==> src/rtl/response_fault_injector.sv <==
// Fault-injection stage on the PSL response path: registers every response and,
// when armed over MMIO, replaces the code of selected valid responses.
package psl_resp_pkg;

  typedef struct packed {
    logic        valid;
    logic [7:0]  tag;
    logic        tag_parity;
    logic [7:0]  response;
    logic [8:0]  credits;
    logic [1:0]  cache_state;
    logic [12:0] cache_pos;
  } ResponseInterface;

  localparam logic [7:0] RESP_DONE    = 8'h00;
  localparam logic [7:0] RESP_AERROR  = 8'h01;
  localparam logic [7:0] RESP_DERROR  = 8'h03;
  localparam logic [7:0] RESP_NLOCK   = 8'h04;
  localparam logic [7:0] RESP_NRES    = 8'h05;
  localparam logic [7:0] RESP_FLUSHED = 8'h06;
  localparam logic [7:0] RESP_FAULT   = 8'h07;
  localparam logic [7:0] RESP_FAILED  = 8'h08;
  localparam logic [7:0] RESP_PAGED   = 8'h0A;

  function automatic logic [7:0] fault_code(input logic [2:0] sel);
    logic [7:0] code;
    unique case (sel)
      3'd0:    code = RESP_AERROR;
      3'd1:    code = RESP_DERROR;
      3'd2:    code = RESP_FAULT;
      3'd3:    code = RESP_FLUSHED;
      3'd4:    code = RESP_FAILED;
      3'd5:    code = RESP_NRES;
      3'd6:    code = RESP_NLOCK;
      default: code = RESP_DONE;
    endcase
    return code;
  endfunction

endpackage

module response_fault_injector
  import psl_resp_pkg::*;
#(
  parameter int COUNT_WIDTH = 16
) (
  input  logic             clock,
  input  logic             rst_in,
  input  logic             enabled_in,
  input  logic [63:0]      inject_config,
  input  ResponseInterface response_in,
  output ResponseInterface response_out,
  output logic [63:0]      inject_status
);

  typedef enum logic [1:0] {
    ST_IDLE  = 2'd0,
    ST_ARMED = 2'd1,
    ST_BURST = 2'd2,
    ST_END   = 2'd3
  } state_e;

  typedef struct packed {
    logic [2:0]             fault_sel;
    logic [COUNT_WIDTH-1:0] trigger_index;
    logic [7:0]             burst_len;
    logic                   paged_first;
    logic                   repeat_en;
  } cfg_t;

  // MMIO numbering is bit 0 = MSB, so field bit k sits at vector bit 63-k.
  logic inject_enable;
  cfg_t cfg_in;
  logic unused_cfg;

  assign inject_enable         = inject_config[63];
  assign cfg_in.fault_sel      = inject_config[62:60];
  assign cfg_in.trigger_index  = COUNT_WIDTH'(inject_config[59:44]);
  assign cfg_in.burst_len      = inject_config[43:36];
  assign cfg_in.paged_first    = inject_config[35];
  assign cfg_in.repeat_en      = inject_config[34];
  assign unused_cfg            = ^inject_config[33:0];

  state_e                 state_q, state_d;
  logic [COUNT_WIDTH-1:0] resp_count_q, resp_count_d;
  logic [7:0]             burst_rem_q, burst_rem_d;
  cfg_t                   cfg_q, cfg_d;
  logic [31:0]            injected_q, injected_d;
  ResponseInterface       response_q, response_d;

  logic [7:0]             burst_eff;
  logic [COUNT_WIDTH-1:0] cnt_cur;
  logic                   arm_eval;
  logic                   subst;
  logic [7:0]             subst_code;

  assign burst_eff = (cfg_q.burst_len == 8'd0) ? 8'd1 : cfg_q.burst_len;

  always_comb begin
    // NOTE: every signal driven here gets a default first so no path leaves it unassigned (no latches).
    state_d      = state_q;
    resp_count_d = resp_count_q;
    burst_rem_d  = burst_rem_q;
    cfg_d        = cfg_q;
    injected_d   = injected_q;
    response_d   = response_in;
    cnt_cur      = resp_count_q;
    arm_eval     = 1'b0;
    subst        = 1'b0;
    subst_code   = fault_code(cfg_q.fault_sel);

    if (!(inject_enable && enabled_in)) begin
      state_d      = ST_IDLE;
      resp_count_d = '0;
      burst_rem_d  = '0;
    end else begin
      unique case (state_q)
        ST_IDLE: begin
          resp_count_d = '0;
          cfg_d        = cfg_in;
          state_d      = ST_ARMED;
        end
        ST_ARMED: arm_eval = 1'b1;
        ST_BURST: begin
          if (response_in.valid && response_in.response != RESP_PAGED) begin
            subst       = 1'b1;
            burst_rem_d = burst_rem_q - 8'd1;
            if (burst_rem_q == 8'd1) state_d = ST_END;
          end
        end
        ST_END: begin
          // A restart treats the response arriving now as index 0 of the new pass.
          if (cfg_q.repeat_en) begin
            cnt_cur      = '0;
            resp_count_d = '0;
            arm_eval     = 1'b1;
            state_d      = ST_ARMED;
          end
        end
      endcase
    end

    if (arm_eval && response_in.valid) begin
      resp_count_d = (cnt_cur == '1) ? cnt_cur : cnt_cur + 1'b1;
      if (cnt_cur == cfg_q.trigger_index) begin
        subst = 1'b1;
        if (cfg_q.paged_first) begin
          subst_code  = RESP_PAGED;
          burst_rem_d = burst_eff;
          state_d     = ST_BURST;
        end else begin
          burst_rem_d = burst_eff - 8'd1;
          state_d     = (burst_eff == 8'd1) ? ST_END : ST_BURST;
        end
      end
    end

    if (subst && cfg_q.fault_sel != 3'd7) begin
      response_d.response = subst_code;
      if (injected_q != '1) injected_d = injected_q + 32'd1;
    end
  end

  // NOTE: state registers use non-blocking assignments; the comb block above uses blocking ones.
  always_ff @(posedge clock or posedge rst_in) begin
    if (rst_in) begin
      state_q      <= ST_IDLE;
      resp_count_q <= '0;
      burst_rem_q  <= '0;
      cfg_q        <= '0;
      injected_q   <= '0;
      response_q   <= '0;
    end else begin
      state_q      <= state_d;
      resp_count_q <= resp_count_d;
      burst_rem_q  <= burst_rem_d;
      cfg_q        <= cfg_d;
      injected_q   <= injected_d;
      response_q   <= response_d;
    end
  end

  assign response_out  = response_q;
  assign inject_status = {injected_q, 16'(resp_count_q), 1'b0, state_q, 13'd0};

endmodule

==> config.mk <==
export PLATFORM = sky130hd
export DESIGN_NAME = response_fault_injector
export DESIGN_NICKNAME = d
export VERILOG_FILES = /design/src/rtl/response_fault_injector.sv
export SDC_FILE = /design/constraint.sdc
export NUM_CORES = 1
export LEC_CHECK = 0
export BUFFER_PORTS_ARGS = -buffer_cell sky130_fd_sc_hd__buf_2
export CAP_MARGIN = 20
export CELL_PAD_IN_SITES_DETAIL_PLACEMENT = 1
export CELL_PAD_IN_SITES_GLOBAL_PLACEMENT = 2
export CORE_UTILIZATION = 33
export DETAILED_ROUTE_END_ITERATION = 10
export MAX_ROUTING_LAYER = met4
export PLACE_DENSITY_LB_ADDON = 0.1
export SLEW_MARGIN = 40
export SYNTH_ARGS = -nofsm -noshare
export SYNTH_HDL_FRONTEND = slang
export SYNTH_SLANG_ARGS = --single-unit
==> constraint.sdc <==
create_clock -name clock -period 7 [get_ports clock]
set_input_delay 0.35 -clock clock [delete_from_list [all_inputs] [get_ports clock]]
set_output_delay 0.35 -clock clock [all_outputs]
set_load 0.005 [all_outputs]
# Word level (Yosys, flattened, before mapping)
# Cells that the tools add are included.
# Widths: inputs -> output; s select.
# word_totals
regBits,129
latchBits,0
ram_bits,0
rom_bits,0
in_bits,109
out_inout_bits,106
n_memories,0
# classes
addsub,4
multipliers,0
div_mod_pow,0
magnitude_cmp,0
n_eq_ne,17
shift,0
mux,36
n_bitwise,0
n_reduce_logical,9
# op_table
op,count
$mux 16,6
$mux 8,11
$add 32x1->32 const B,1
$ne 32x32->1 const B,1
$pmux 16 s2,1
$pmux 4 s7,1
$add 16x1->16 const B,1
$eq 16x16->1,1
$eq 16x16->1 const B,1
$eq 8x1->1 const B,2
$sub 8x1->8 const B,2
$mux 2,6
$eq 3x3->1 const B,3
$mux 1,9
$logic_not 8->1,1
$ne 8x4->1 const B,1
$eq 3x2->1 const B,2
$pmux 2 s3,1
$eq 2x2->1 const B,2
$logic_and 1x1->1,4
$ne 4x1->1 const B,1
$reduce_and 2->1,2
$eq 3x1->1 const B,1
$logic_not 3->1,1
4 further kinds,4

# Logic depth before layout (Yosys ltp)
# Gate-level depths: netlist of run 1.
# logic_depth
depth_word,9
mapped_depth,13
mapped_depth_nobuf,11

# Worst setup path after synthesis of run 1
# OpenSTA, ideal clock, no wires.
# synth_timing
path_type,register -> register
start,register state_q[0]
end,register resp_count_q[9]
setup_ps,122
arrival_time_ps,3048
setup_slack_ps,3830
path_stages_with_launch,13
path_buffers,3
synth_period_minus_slack_ps,3170
path_cell_list,dfrtp_1 -> ha_1 -> nand4_1 -> buf_2 -> buf_6 -> clkbuf_1 -> and2_1 -> ha_1 -> nand4_1 -> nor4_4 -> nor3_1 -> and3b_1 -> a32o_1
# synth_via
elab_chain_len,6
elab_cells_between_ends,15
classes_between,add/sub: 1; eq/ne: 4; mux: 8; reduce/logical: 2
# synth_lines
item,line,rtl
"start, declared",84,"state_e state_q, state_d;"
"start signal, assigned",174,state_q <= state_d;
$eq 2x2->1,117,unique case (state_q)
$mux 16,117,
$mux 16,112,if (!(inject_enable && enabled_in)) begin
$add 16x1->16 / $eq 16x16->1 (equally long branches),144,resp_count_d = (cnt_cur == '1) ? cnt_cur : cnt_cur + 1'b1;
$mux 16,144,
$mux 16,143,if (arm_eval && response_in.valid) begin
"end signal, assigned",175,resp_count_q <= resp_count_d;
"end, declared",85,"logic [COUNT_WIDTH-1:0] resp_count_q, resp_count_d;"
# Parallel ways exist; a longest one is shown, timed or not.
# A chain may end at the register's enable or synchronous reset.

# Worst setup path in the final report of run 1
# Same ends and word-level chain as after synthesis.

==> metrics.md, run 1 <==
| Metric | Value |
|---|---|
| Fin util | `43.8%` |
| Clock power frac | `48.1%` |
| Post-Syn Instances | `560` |
| Clk sink count | `129` |
| Rows | `49` |
| CP Data Arrival Time | `3890 ps` |
| Aggregate routed wire length | `17200 um` |
| Post-synth EDFFs | `0` |
| CP Class | `flop to flop` |
| Fin. max-slew vios | `0` |
| RR Startpoint | `state_q[0]` |
| Peak supply drop | `0.000164 V` |
| Initial Util | `33.9%` |
| Die height | `138 um` |
| Die width | `138 um` |
| CP Depth | `11` |
| Setup TNS | `0 ps` |
| Syn Area/Cell | `10.9 um^2` |
| Vias | `4980` |
| First-pass GRT wire length | `28600 um` |
| Count leader, synth | `dfrtp_1` |
| Tightest Pin Transition | `730 ps` |
| Maxcap violations | `0` |
| Vias in the first global route | `5253` |
| Reg power frac | `43.4%` |
| CP top delay family | `simple AND/OR/NAND/NOR gates` |
| Crit Path Max Fanout | `48` |
| Top cells by count, synth | `129 x dfrtp_1, 43 x nand2_1, 40 x xnor2_1` |
| RSZ-0062 raised after global routing | `no` |
| # setup viols final | `0` |
| P_sw | `0.000519 W` |
| Mapped cell area | `0.00611 mm^2` |
| Rel. slew slack | `50.9%` |
| Crit start category | `flop` |
| Worst path required time | `7310 ps` |
| Largest net degree at the start of global routing | `65` |
| Most used DFF post-synth | `dfrtp_1` |
| Critical Path, Cell by Cell | `ha_1, nand4_1, buf_4, nand2_1, inv_1, ha_1, nand4_1, nor4_4, nor3_1, and3b_1, a32o_1` |
| Grt total ovfl | `0` |
| Area grow syn2layout | `29.3%` |
| Hold slack | `-17.9 ps` |
| CTS tree | `built` |
| Port Buffer Count | `166` |
| Fin crit share | `51.2%` |
| Post_cts resized | `0` |
| Clock Path Buffers | `2` |
| First-pass detailed-route iteration total | `4` |
| Clock Latency Late Sink | `430 ps` |
| GR Util All Layers | `19.8%` |
| Synth top area share | `52.9%` |
| Lkg Pwr | `3.77 nW` |
| Non-Filler Instances | `983` |
| Pwr/cell area | `242 mW/mm^2` |
| FF+latch count, synth | `129` |
| WP buf/inv | `2` |
| CTS HTree Levels | `4` |
| Largest stage delay on the critical path | `670 ps` |
| Area contributors post-synth | `dfrtp_1 53%, xnor2_1 5.7%, mux2_2 5.3%, nand4_1 2.9%, and3_1 2.7%` |
| R2R depth | `11` |
| Logic gate share of total power | `8.5%` |
| I/O pins | `215` |
| Post-CTS setup buffers | `0` |
| Detail Route Antenna Nets | `0` |
| Nets | `861` |
| Fmax | `279 MHz` |
| YS warnings | `0` |
| DR WL/cell | `17.5 um` |
| First-iteration detailed-routing DRC count | `303` |
| Register area share after synthesis | `52.9%` |
| Initial antenna violation count | `1` |
| Final hold vios | `8` |
| Clk slew on worst S/H paths | `60 ps` |
| Crit path capture type | `flop` |
| Yosys cell types | `61` |
| Internal Power | `0.00139 W` |
| Via density | `5.07` |
| CP Launch Point | `state_q[0]` |
| Core area | `0.0180 mm^2` |
| Inst Count DP | `941` |
| Sw Share | `27.2%` |
| Dpl hpwl | `12600 um` |
| Tmin final | `3580 ps` |
| Area of the die | `0.0191 mm^2` |
| Async set or reset register ratio after synthesis | `100%` |
| Clock skew | `7.10 ps` |
| Slowest-stage cell, CP | `nor4_4` |
| Drt drc | `0` |
| Post-synth top area cell | `dfrtp_1` |
| Worst min path class | `input port to async pin` |
| Gpl congestion | `0.751` |
| Num CTS Buffers | `17` |
| Status | `finished with violations` |
| Design Power | `0.00191 W` |
| Failing checks | `negative hold slack` |
| Fraction of final layout cells sized beyond drive strength 1 | `32.9%` |
| CTS root buffer | `clkbuf_16` |
## cell usage in the layout (no fill, tap or decap), types with 3 or more instances in the layout
| cell type | instances |
|---|---|
| a211oi_1 | 4 |
| a21o_1 | 6 |
| a21oi_1 | 26 |
| a31oi_1 | 4 |
| a32o_1 | 6 |
| and2_1 | 5 |
| and3_1 | 26 |
| buf_2 | 167 |
| buf_4 | 6 |
| clkbuf_16 | 17 |
| clkinv_8 | 3 |
| conb_1 | 14 |
| dfrtp_1 | 129 |
| dlygate4sd3_1 | 9 |
| ha_1 | 12 |
| inv_1 | 15 |
| inv_6 | 4 |
| inv_8 | 6 |
| mux2_2 | 29 |
| mux2i_1 | 3 |
| nand2_1 | 43 |
| nand3_1 | 19 |
| nand4_1 | 28 |
| nand4b_1 | 3 |
| nor2_1 | 20 |
| nor2b_1 | 9 |
| nor3_1 | 12 |
| nor3b_1 | 3 |
| nor4_1 | 3 |
| o21ai_0 | 23 |
| o22ai_1 | 6 |
| o31ai_1 | 4 |
| xnor2_1 | 40 |
| xor2_1 | 7 |
## what timing repair did
item                                    in CTS  in global routing
hold buffers                                 7                  2
hold endpoints to repair                     7                  2
endpoints found under the setup margin       0                  0
## power groups by stage
stage,sequential [W],combinational (W),clock [W]
finish,0.000827,0.000162,0.000919
global route,0.000834,0.000183,0.000967
CTS,0.000827,0.000165,0.000940
detailed placement,0.000842,0.000161,0
global placement,0.000838,0.000153,0
floorplan,0.000829,0.000105,0
## layout make-up
class / instances / area, um^2
fill: 2028 / 10100
antenna: 1 / 2.50
sequential: 129 / 3230
timing repair buffer: 184 / 1030
multi-input combinational: 392 / 2670
inverter: 16 / 65.1
clock buffer: 17 / 425
clock inverter: 15 / 189
tap: 229 / 287
## per-stage QoR
step | setup WS (ps) | cell area (um^2)
floorplan | 3210 | 6150
global placement | 3400 | 7110
detailed placement | 3410 | 7180
CTS | 3390 | 7870
global route | 3040 | 7890
finish | 3420 | 7890
## worst paths after layout
path | to | slack (ps)
worst max-delay path | resp_count_q[9] | 3420
min in group clock | response_out[4] | 20
worst min-delay path | response_out[38] | -20
max in group asynchronous | response_out[22] | 5850
worst min register to register | injected_q[5] | 490
worst max register to register | resp_count_q[9] | 3420
## metal layers
metal	part of all wire [%]	GRT usage (%)	vias up	wire (um)
li1	-	-	2340	-
met1	46	24.5	2517	7860
met2	50	31.9	103	8640
met3	2.7	3.88	20	469
met4	1.5	7.40	0	255
met5	0	-	-	0
## flip-flops by register name (all words and copies together) (netlist names)
register / count
response_out: 42
cfg_q: 29
resp_count_q: 16
state_q: 2
injected_q: 32
burst_rem_q: 8
## worst register-to-register path: cells and delay by family, from the launching register on
| kind | cells | cell delay (ps) |
|---|---|---|
| buf+inv | 2 | 500 |
| compound gates | 1 | 240 |
| flops | 1 | 450 |
| fa+ha+maj | 2 | 450 |
| simple gates | 6 | 1830 |
## cell families (layout without fill, tap and decap cells)
kind of cell | Yosys count | after routing | share of synthesized area, %
mux | 33 | 33 | 6.02
flops | 129 | 129 | 52.9
simple gates | 187 | 187 | 17.1
fa+ha+maj | 12 | 12 | 2.46
other cells | 1 | 15 | 0.0614
buf+inv | 52 | 232 | 4.41
compound gates | 99 | 99 | 10.4
xor+xnor | 47 | 47 | 6.74
No activity file was read; power rests on OpenSTA's default activity.
==> run 2, diff against run 1 <==
--- a/config.mk
+++ b/config.mk
@@ -9,7 +9,7 @@
 export CAP_MARGIN = 20
 export CELL_PAD_IN_SITES_DETAIL_PLACEMENT = 1
 export CELL_PAD_IN_SITES_GLOBAL_PLACEMENT = 2
-export CORE_UTILIZATION = 33
+export CORE_UTILIZATION = 31
 export DETAILED_ROUTE_END_ITERATION = 10
 export MAX_ROUTING_LAYER = met4
 export PLACE_DENSITY_LB_ADDON = 0.1
==> constraint.sdc (replaced) <==
create_clock -name clock -period 3.7 [get_ports clock]
set_input_delay 0.185 -clock clock [delete_from_list [all_inputs] [get_ports clock]]
set_output_delay 0.185 -clock clock [all_outputs]
set_load 0.005 [all_outputs]
==> run 2 against run 1 <==
Highest routed layer unchanged. Via count increased by 3.5%. Fmax increased by 11%. Total power increased by 93%. The run now ends clean. Sequential share of layout area decreased by 2.7 points. First-iteration DRC count decreased by 29%. Routed wire length increased by 5.3%. Non-clock buffer count increased by 54. Clock skew increased by 1.2 ps. Sequential power increased by 89%. Worst setup slack got worse by 2900 ps. Largest cell class unchanged. Clock power increased by 92%.
==> metrics.md, run 2 (synthesis gave the netlist of run 1 again) <==
| Metric | Value |
|---|---|
| Drt drc | `0` |
| Fin crit share | `87.2%` |
| Clock Latency Late Sink | `420 ps` |
| RR Startpoint | `state_q[1]` |
| CTS root buffer | `clkbuf_16` |
| Grt total ovfl | `0` |
| WHS Endpoint | `cfg_q[9]` |
| CP Class | `flop to flop` |
| Tmin final | `3230 ps` |
| Largest net degree at the start of global routing | `86` |
| Area of the die | `0.0203 mm^2` |
| Fraction of final layout cells sized beyond drive strength 1 | `30.9%` |
| # setup viols final | `0` |
| Fin. max-slew vios | `0` |
| R2r setup slk | `470 ps` |
| Num CTS Buffers | `17` |
| Peak supply drop | `0.000305 V` |
| Dpl hpwl | `12400 um` |
| Status | `complete, no violations` |
| Pwr/cell area | `435 mW/mm^2` |
| First-pass GRT wire length | `29700 um` |
| R2R depth | `13` |
| Area grow syn2layout | `38.4%` |
| Core area | `0.0190 mm^2` |
| Number of fill cells | `2195` |
| Initial Util | `32.1%` |
| Aggregate routed wire length | `18100 um` |
| Final hold vios | `0` |
| I/O pins | `215` |
| Largest register FFs | `42` |
| First-iteration detailed-routing DRC count | `214` |
| CTS HTree Levels | `4` |
| First-pass detailed-route iteration total | `4` |
| Final instance area | `0.00845 mm^2` |
| Rows | `50` |
| Most frequent cells in the layout | `166 x buf_2, 129 x dfrtp_1, 61 x dlygate4sd3_1` |
| Clk sink count | `129` |
| Via density | `4.83` |
| Rel. slew slack | `52.6%` |
| Detail Route Antenna Nets | `0` |
| Die width | `142 um` |
| Lkg Pwr | `4.00 nW` |
| Fmax | `310 MHz` |
| Port Buffer Count | `166` |
| Clock skew | `8.26 ps` |
| Worst path required time | `4000 ps` |
| Clock Path Buffers | `2` |
| Clk slew on worst S/H paths | `60 ps` |
| Crit path capture type | `flop` |
| HP Start | `inject_config[43]` |
| Tightest Pin Transition | `705 ps` |
| Worst min path class | `input port to flop` |
| Commonest non-fill, non-tap cell in the layout | `buf_2` |
| CP Data Arrival Time | `3530 ps` |
| Crit start category | `flop` |
| RSZ-0062 raised after global routing | `no` |
| Gpl congestion | `0.787` |
| Die height | `142 um` |
| Initial antenna violation count | `0` |
| Post-CTS setup buffers | `0` |
| Vias in the first global route | `5681` |
| Nets | `915` |
| Setup TNS | `0 ps` |
| Vias | `5156` |
| GR Util All Layers | `19.5%` |
| DR WL/cell | `17.0 um` |
| CTS tree | `built` |
| Placed cell areas | `0.00722 mm^2` |
| Maxcap violations | `0` |
| Worst hold stages | `2` |
| Crit Path Max Fanout | `48` |
| Capturing point of the worst reg2reg path | `resp_count_q[9]` |
## run 2: changes by cell type in the layout (fill, tap and decap cells not counted), sizes merged
cell | previous run | this run
dlygate4sd3 | 9 | 61
clkinv | 4 | 0
inv | 25 | 28
buf | 175 | 177
bufinv | 1 | 2
## run 2: worst max-delay path, stage by stage (launching register included)
cell     delay, ps
dfrtp_1        460
ha_1           240
nand4_1        160
buf_12         220
nand2_1        140
inv_1           60
ha_1           230
nand4_1        180
nor4_4          70
buf_4          180
nor3_1         600
and3b_1        270
o21ai_1         60
a32o_1         220
## run 2: stage by stage
step	hold WS [ps]	utilization [%]	worst slack (ps)	instances	power, W
3_3_place_gp	292	38.0	512	974	0.00188
2_1_floorplan	216	-	74.0	573	0.00177
5_1_grt	5.20	44.4	229	1067	0.00384
4_1_cts	2.88	44.4	445	1067	0.00373
3_5_place_dp	294	38.0	471	974	0.00189
6_report	19.6	44.4	472	1068	0.00367
## run 2: area by class of cell
| class | instances | area (um^2) | area share, % |
|---|---|---|---|
| diodes | 1 | 2.50 | 0.0296 |
| clock buffers | 17 | 425 | 5.04 |
| clock inverters | 15 | 185 | 2.19 |
| inverters | 16 | 67.6 | 0.800 |
| multi-input cells | 392 | 2670 | 31.5 |
| flip-flops and latches | 129 | 3230 | 38.2 |
| well taps | 260 | 325 | 3.85 |
| repair buffers | 238 | 1550 | 18.3 |
## run 2: layer usage
| layer | global-route usage, % | routed length, um |
|---|---|---|
| met2 | 32.6 | 8980 |
| met3 | 3.63 | 627 |
| met4 | 6.23 | 201 |
| met1 | 23.8 | 8340 |
| met5 | - | 0 |
## run 2: what timing repair did
item	4_1_cts	5_1_grt
hold endpoints to repair	144	0
hold buffers	61	0
gates resized for setup	0	0
## run 2: worst max-delay path by stage
stage / endpoint / startpoint / slack (ps)
after detailed placement: injected_q[1] / state_q[1] / 470
after global placement: injected_q[1] / state_q[1] / 510
after floorplan: burst_rem_q[0] / rst_in / 70
final: resp_count_q[9] / state_q[1] / 470
after global routing: resp_count_q[9] / state_q[1] / 230
after CTS: injected_q[1] / state_q[1] / 450
## run 2: report_power, final
group          leakage, nW  total [W]  switching [W]  internal (W)
Combinational         2.06   0.000349       0.000158      0.000191
Sequential            1.64    0.00156      0.0000700       0.00149
Clock                0.300    0.00176       0.000732       0.00103
